$ cat src/rtl/sprite_row_reader.sv
// Sprite row reader: tests each video line against the sprite, fetches the glyph
// row from the external ROM and serializes it as a per-pixel lit flag.
module sprite_row_reader #(
  parameter int unsigned SCALE_LOG2 = 0
) (
  input  logic        clk,
  input  logic        rst_n,
  input  logic        frame_start_i,
  input  logic        line_start_i,
  input  logic        pix_en_i,
  input  logic [9:0]  pixel_x_i,
  input  logic [9:0]  pixel_y_i,
  input  logic [9:0]  sprite_x_i,
  input  logic [9:0]  sprite_y_i,
  output logic [3:0]  rom_addr_o,
  input  logic [15:0] rom_data_i,
  output logic        pixel_on_o,
  output logic        busy_o
);

  localparam int unsigned COORD_W  = 10;
  localparam int unsigned ROW_W    = 16;
  localparam int unsigned COL_W    = 5;
  localparam int unsigned SUB_W    = 2;
  localparam int unsigned ROW_SPAN = 16 << SCALE_LOG2;
  localparam int unsigned SUB_LAST = (1 << SCALE_LOG2) - 1;
  localparam int unsigned COL_LAST = 15;

  typedef enum logic [2:0] {
    IDLE   = 3'd0,
    FETCH  = 3'd1,
    LATCH  = 3'd2,
    WAIT_X = 3'd3,
    DRAW   = 3'd4
  } state_e;

  state_e               state_q, state_d;
  logic [COORD_W-1:0]   pos_x_q, pos_x_d;
  logic [COORD_W-1:0]   pos_y_q, pos_y_d;
  logic                 armed_q, armed_d;
  logic [3:0]           rom_addr_q, rom_addr_d;
  logic                 pixel_on_q, pixel_on_d;
  logic                 busy_q, busy_d;
  logic [ROW_W-1:0]     shreg_q, shreg_d;
  logic [COL_W-1:0]     col_q, col_d;
  logic [SUB_W-1:0]     sub_q, sub_d;

  // Row test sees a position loaded in this same cycle by frame_start.
  logic [COORD_W-1:0]   pos_y_eff_c;
  logic                 armed_eff_c;
  logic [COORD_W:0]     dy_c;
  logic                 line_hit_c;
  logic                 sub_last_c;
  logic                 strobe_c;

  assign pos_y_eff_c = frame_start_i ? sprite_y_i : pos_y_q;
  assign armed_eff_c = armed_q | frame_start_i;
  assign dy_c        = {1'b0, pixel_y_i} - {1'b0, pos_y_eff_c};
  assign line_hit_c  = armed_eff_c && !dy_c[COORD_W] &&
                       (dy_c[COORD_W-1:0] < COORD_W'(ROW_SPAN));
  assign sub_last_c  = (sub_q == SUB_W'(SUB_LAST));

  always_ff @(posedge clk or negedge rst_n) begin
    if (!rst_n) begin
      state_q    <= IDLE;
      pos_x_q    <= '0;
      pos_y_q    <= '0;
      armed_q    <= 1'b0;
      rom_addr_q <= '0;
      pixel_on_q <= 1'b0;
      busy_q     <= 1'b0;
      shreg_q    <= '0;
      col_q      <= '0;
      sub_q      <= '0;
    end else begin
      state_q    <= state_d;
      pos_x_q    <= pos_x_d;
      pos_y_q    <= pos_y_d;
      armed_q    <= armed_d;
      rom_addr_q <= rom_addr_d;
      pixel_on_q <= pixel_on_d;
      busy_q     <= busy_d;
      shreg_q    <= shreg_d;
      col_q      <= col_d;
      sub_q      <= sub_d;
    end
  end

  always_comb begin
    state_d    = state_q;
    pos_x_d    = pos_x_q;
    pos_y_d    = pos_y_q;
    armed_d    = armed_q;
    rom_addr_d = rom_addr_q;
    pixel_on_d = pixel_on_q;
    shreg_d    = shreg_q;
    col_d      = col_q;
    sub_d      = sub_q;
    strobe_c   = 1'b0;

    if (frame_start_i) begin
      pos_x_d = sprite_x_i;
      pos_y_d = sprite_y_i;
      armed_d = 1'b1;
    end

    if (line_start_i) begin
      // A new line always restarts the row test, aborting any unfinished row.
      if (state_q != IDLE) begin
        pixel_on_d = 1'b0;
      end
      if (line_hit_c) begin
        rom_addr_d = 4'(dy_c[COORD_W-1:0] >> SCALE_LOG2);
        state_d    = FETCH;
      end else begin
        state_d    = IDLE;
      end
    end else begin
      unique case (state_q)
        IDLE: begin
          if (pix_en_i) pixel_on_d = 1'b0;
        end
        FETCH: begin
          if (pix_en_i) pixel_on_d = 1'b0;
          state_d = LATCH;
        end
        LATCH: begin
          if (pix_en_i) pixel_on_d = 1'b0;
          shreg_d = rom_data_i;
          col_d   = '0;
          sub_d   = '0;
          state_d = WAIT_X;
        end
        WAIT_X: begin
          if (pix_en_i) begin
            if (pixel_x_i == pos_x_q) begin
              strobe_c = 1'b1;
              state_d  = DRAW;
            end else begin
              pixel_on_d = 1'b0;
            end
          end
        end
        DRAW: begin
          if (pix_en_i) strobe_c = 1'b1;
        end
        default: state_d = IDLE;
      endcase
    end

    // One displayed sub-pixel of the current glyph column.
    if (strobe_c) begin
      pixel_on_d = shreg_q[ROW_W-1];
      if (sub_last_c) begin
        sub_d   = '0;
        shreg_d = shreg_q << 1;
        col_d   = col_q + COL_W'(1);
        if (col_q == COL_W'(COL_LAST)) state_d = IDLE;
      end else begin
        sub_d   = sub_q + SUB_W'(1);
      end
    end

    busy_d = (state_d != IDLE);
  end

  assign rom_addr_o = rom_addr_q;
  assign pixel_on_o = pixel_on_q;
  assign busy_o     = busy_q;

endmodule

$ cat config.mk
export PLATFORM = sky130hd
export DESIGN_NAME = sprite_row_reader
export DESIGN_NICKNAME = d
export VERILOG_FILES = /design/src/rtl/sprite_row_reader.sv
export SDC_FILE = /design/constraint.sdc
export NUM_CORES = 1
export LEC_CHECK = 0
export CAP_MARGIN = 20
export CORE_ASPECT_RATIO = 1.2
export CORE_MARGIN = 8
export CORE_UTILIZATION = 54
export CTS_CLUSTER_SIZE = 8
export DETAILED_ROUTE_END_ITERATION = 10
export MAX_ROUTING_LAYER = met4
export PLACE_DENSITY = 0.91
export SYNTH_ARGS = -nofsm -noshare
export SYNTH_HDL_FRONTEND = slang
export SYNTH_SLANG_ARGS = --single-unit
$ cat constraint.sdc
create_clock -name clk -period 7.9 [get_ports clk]
set_clock_uncertainty 0.15 [all_clocks]
set_input_delay 1.185 -clock clk [delete_from_list [all_inputs] [get_ports clk]]
set_output_delay 1.185 -clock clk [all_outputs]
set_load 0.005 [all_outputs]
==> results.py <==
metrics = {
    "run_status": {
        "outcome": "completed",
    },
    "clock_tree": {
        "htreeDepth": 2,
        "cts_tree": "done",
        "clkTransAtPathRegs_ns": 0.09,
        "holdBufCountCts": 0,
        "clk_latency_ns": 0.31,
        "numCtsBuffers": 5,
        "clock-root-buffer": "clkbuf_8",
        "cts_resized": 0,
        "cts_setup_buffers": 0,
        "cts_buffer_depth": 2,
        "cts_sinks": 53,
    },
    "place": {
        "pre_cts_ws_ns": 3.15,
        "placed_area_sq_um": 3580,
        "hpwlAfterDp_um": 4800,
        "dpl.cell_count": 402,
        "io_buffers": 66,
        "gp_congestion": 0.900,
    },
    "drt": {
        "drc": 0,
        "drt_iter0_drc": 133,
        "dr.pass1.iters": 4,
        "drt_wl_total_um": 6440,
        "wl_per_cell_um": 15.7,
        "postRouteAntennaNets": 0,
        "via_per_inst": 5.53,
        "via_count": 2267,
    },
    "floorplan": {
        "row_count": 29,
        "die_area_sq_um": 7900,
        "die_w_um": 82.5,
        "start_util": 0.552,
        "io_pins": 67,
        "die_h_um": 95.8,
        "fp.coreArea_sq_um": 5190,
    },
    "timing": {
        "hold_violations": 0,
        "slew_headroom": 0.233,
        "finalSetupTns_ns": 0,
        "timing.hold.ws_ns": 0.312,
        "period_needed_ns": 4.43,
        "fmaxAchievable_mhz": 226,
        "worst_slack_ns": 3.47,
        "drv_slew": 0,
        "fin_crit_sh": 0.561,
        "worstMarginPinSlew_ns": 1.15,
        "rsz0062_at_grt": "no",
        "finalSetupViolCount": 0,
    },
    "logic_synthesis": {
        "ys_seq_elements": 53,
        "synthCells": 282,
        "synth_nets": 358,
        "synth-main-ff-cell": "dfrtp_1",
        "synth_edf_count": 0,
        "ys_warn_count": 0,
        "syn_avg_cell_area_sq_um": 10.2,
        "synth_area_sq_um": 2860,
        "synth_cell_types": 45,
        "synthArstFlopShare": 1.00,
        "yosysSeqAreaShare": 0.463,
    },
    "hold_path": {
        "hold_depth": 1,
        "hp-class": "register to register",
    },
    "critical_path": {
        "crit_type": "primary input to register",
        "crit_slowest_cell": "clkdlybuf4s50_1",
        "critPathMaxStageDelay_ns": 0.46,
        "crit_chain": "clkdlybuf4s50_1 -> buf_4 -> mux2i_1 -> ha_1 -> a21o_1 -> a211o_1 -> nor4_1 -> nand4_1 -> nor4_4 -> mux2_2",
        "critPathBufInv": 2,
        "cp-end-kind": "register",
        "crit_arrival_ns": 4.48,
        "worstRegToRegCells": 8,
        "start_kind": "primary input",
        "crit_required_ns": 7.95,
        "critical_path.top_delay_family": "simple AND/OR/NAND/NOR gates",
        "rrSetupSlack_ns": 4.86,
        "cp.depth": 10,
        "cp_max_fo": 22,
    },
    "power_and_ir_drop": {
        "power_density_nw_per_um2": 207,
        "peakVddDrop_uv": 133,
        "power.static_leakage_nw": 1.73,
    },
    "global_routing": {
        "grt.total_usage": 0.177,
        "grt_max_degree": 54,
        "grt-ovfl-total": 0,
        "grt_pass1_vias": 2403,
        "antenna_found_initial": 0,
        "grt_pass1_wl_um": 10700,
    },
    "final_layout": {
        "fin_nets": 423,
        "final_common_cell": "clkdlybuf4s50_1",
        "mostFrequentLayoutCells": "clkdlybuf4s50_1, dfrtp_1, nand2_1",
        "layout-area-overhead-vs-synth_pct": 29.1,
        "antenna_cells": 0,
        "finish.instance_area_sq_um": 3700,
        "fin_cells": 410,
        "fillerInstances": 388,
        "drive_gt1_frac": 0.101,
    },
    "flow_run": {
        "cap_violations": 0,
    },
}
[cell type report]
class	instances	area, sq um	area share
multi-input combinational	198	1420	0.384
sequential	53	1330	0.359
timing repair buffer	69	678	0.183
clock buffer	6	82.6	0.0223
tap	62	77.6	0.0210
inverter	20	75.1	0.0203
clock inverter	2	37.5	0.0102
[worst paths after layout]
check | from | endpoint
worst max-delay path | frame_start_i | rom_addr_o[1]
worst min-delay path | armed_q | armed_q
worst max register to register | pos_y_q[6] | rom_addr_o[1]
worst min register to register | armed_q | armed_q
max in group asynchronous | rst_n | shreg_q[13]
min in group asynchronous | rst_n | pos_y_q[8]
[state kept, by name (all words and copies together), names as in the netlist]
name,cells
shreg_q,16
pos_x_q,10
pos_y_q,10
col_q,5
rom_addr_o,4
state_q,3
sub_q,2
armed_q,1
busy_o,1
pixel_on_o,1
[Yosys cell counts, types with 8 or more instances]
cell | count | area share
dfrtp_1 | 53 | 0.46
nand2_1 | 50 | 0.066
mux2i_1 | 14 | 0.049
clkbuf_1 | 8 | 0.010
mux2_2 | 16 | 0.063
a22oi_1 | 17 | 0.045
nor2_1 | 9 | 0.012
xor2_1 | 11 | 0.034
ha_1 | 14 | 0.061
inv_1 | 20 | 0.026
o21ai_0 | 8 | 0.014
[report_power, final]
part	total, W	switching [W]	internal, W
sequential	0.000368	0.0000342	0.000334
combinational	0.000200	0.0000958	0.000105
clock	0.000195	0.0000916	0.000103
total	0.000764	0.000222	0.000542
[cells by family (layout without fill, tap and decap cells)]
family | count (synthesis) | count (layout) | synth area share
compound gates | 47 | 47 | 0.119
xor+xnor | 12 | 12 | 0.0367
fa+ha+maj | 15 | 15 | 0.0682
buf+inv | 31 | 97 | 0.0411
flops | 53 | 53 | 0.463
mux | 30 | 30 | 0.112
simple gates | 94 | 94 | 0.160
[layer usage]
metal / global-route usage / share of wire / up-vias
met5: - / 0 / -
met4: 0.0660 / 0.020 / 0
met3: 0.0252 / 0.040 / 9
met2: 0.302 / 0.53 / 64
met1: 0.205 / 0.41 / 1081
li1: - / - / 1113
[metrics by stage]
stage	total power, W	util
floorplan	0.000483	-
global placement	0.000559	0.688
detailed placement	0.000571	0.689
CTS	0.000769	0.713
global route	0.000810	0.713
finish	0.000764	0.713
Power figures use the tool's default switching activity.
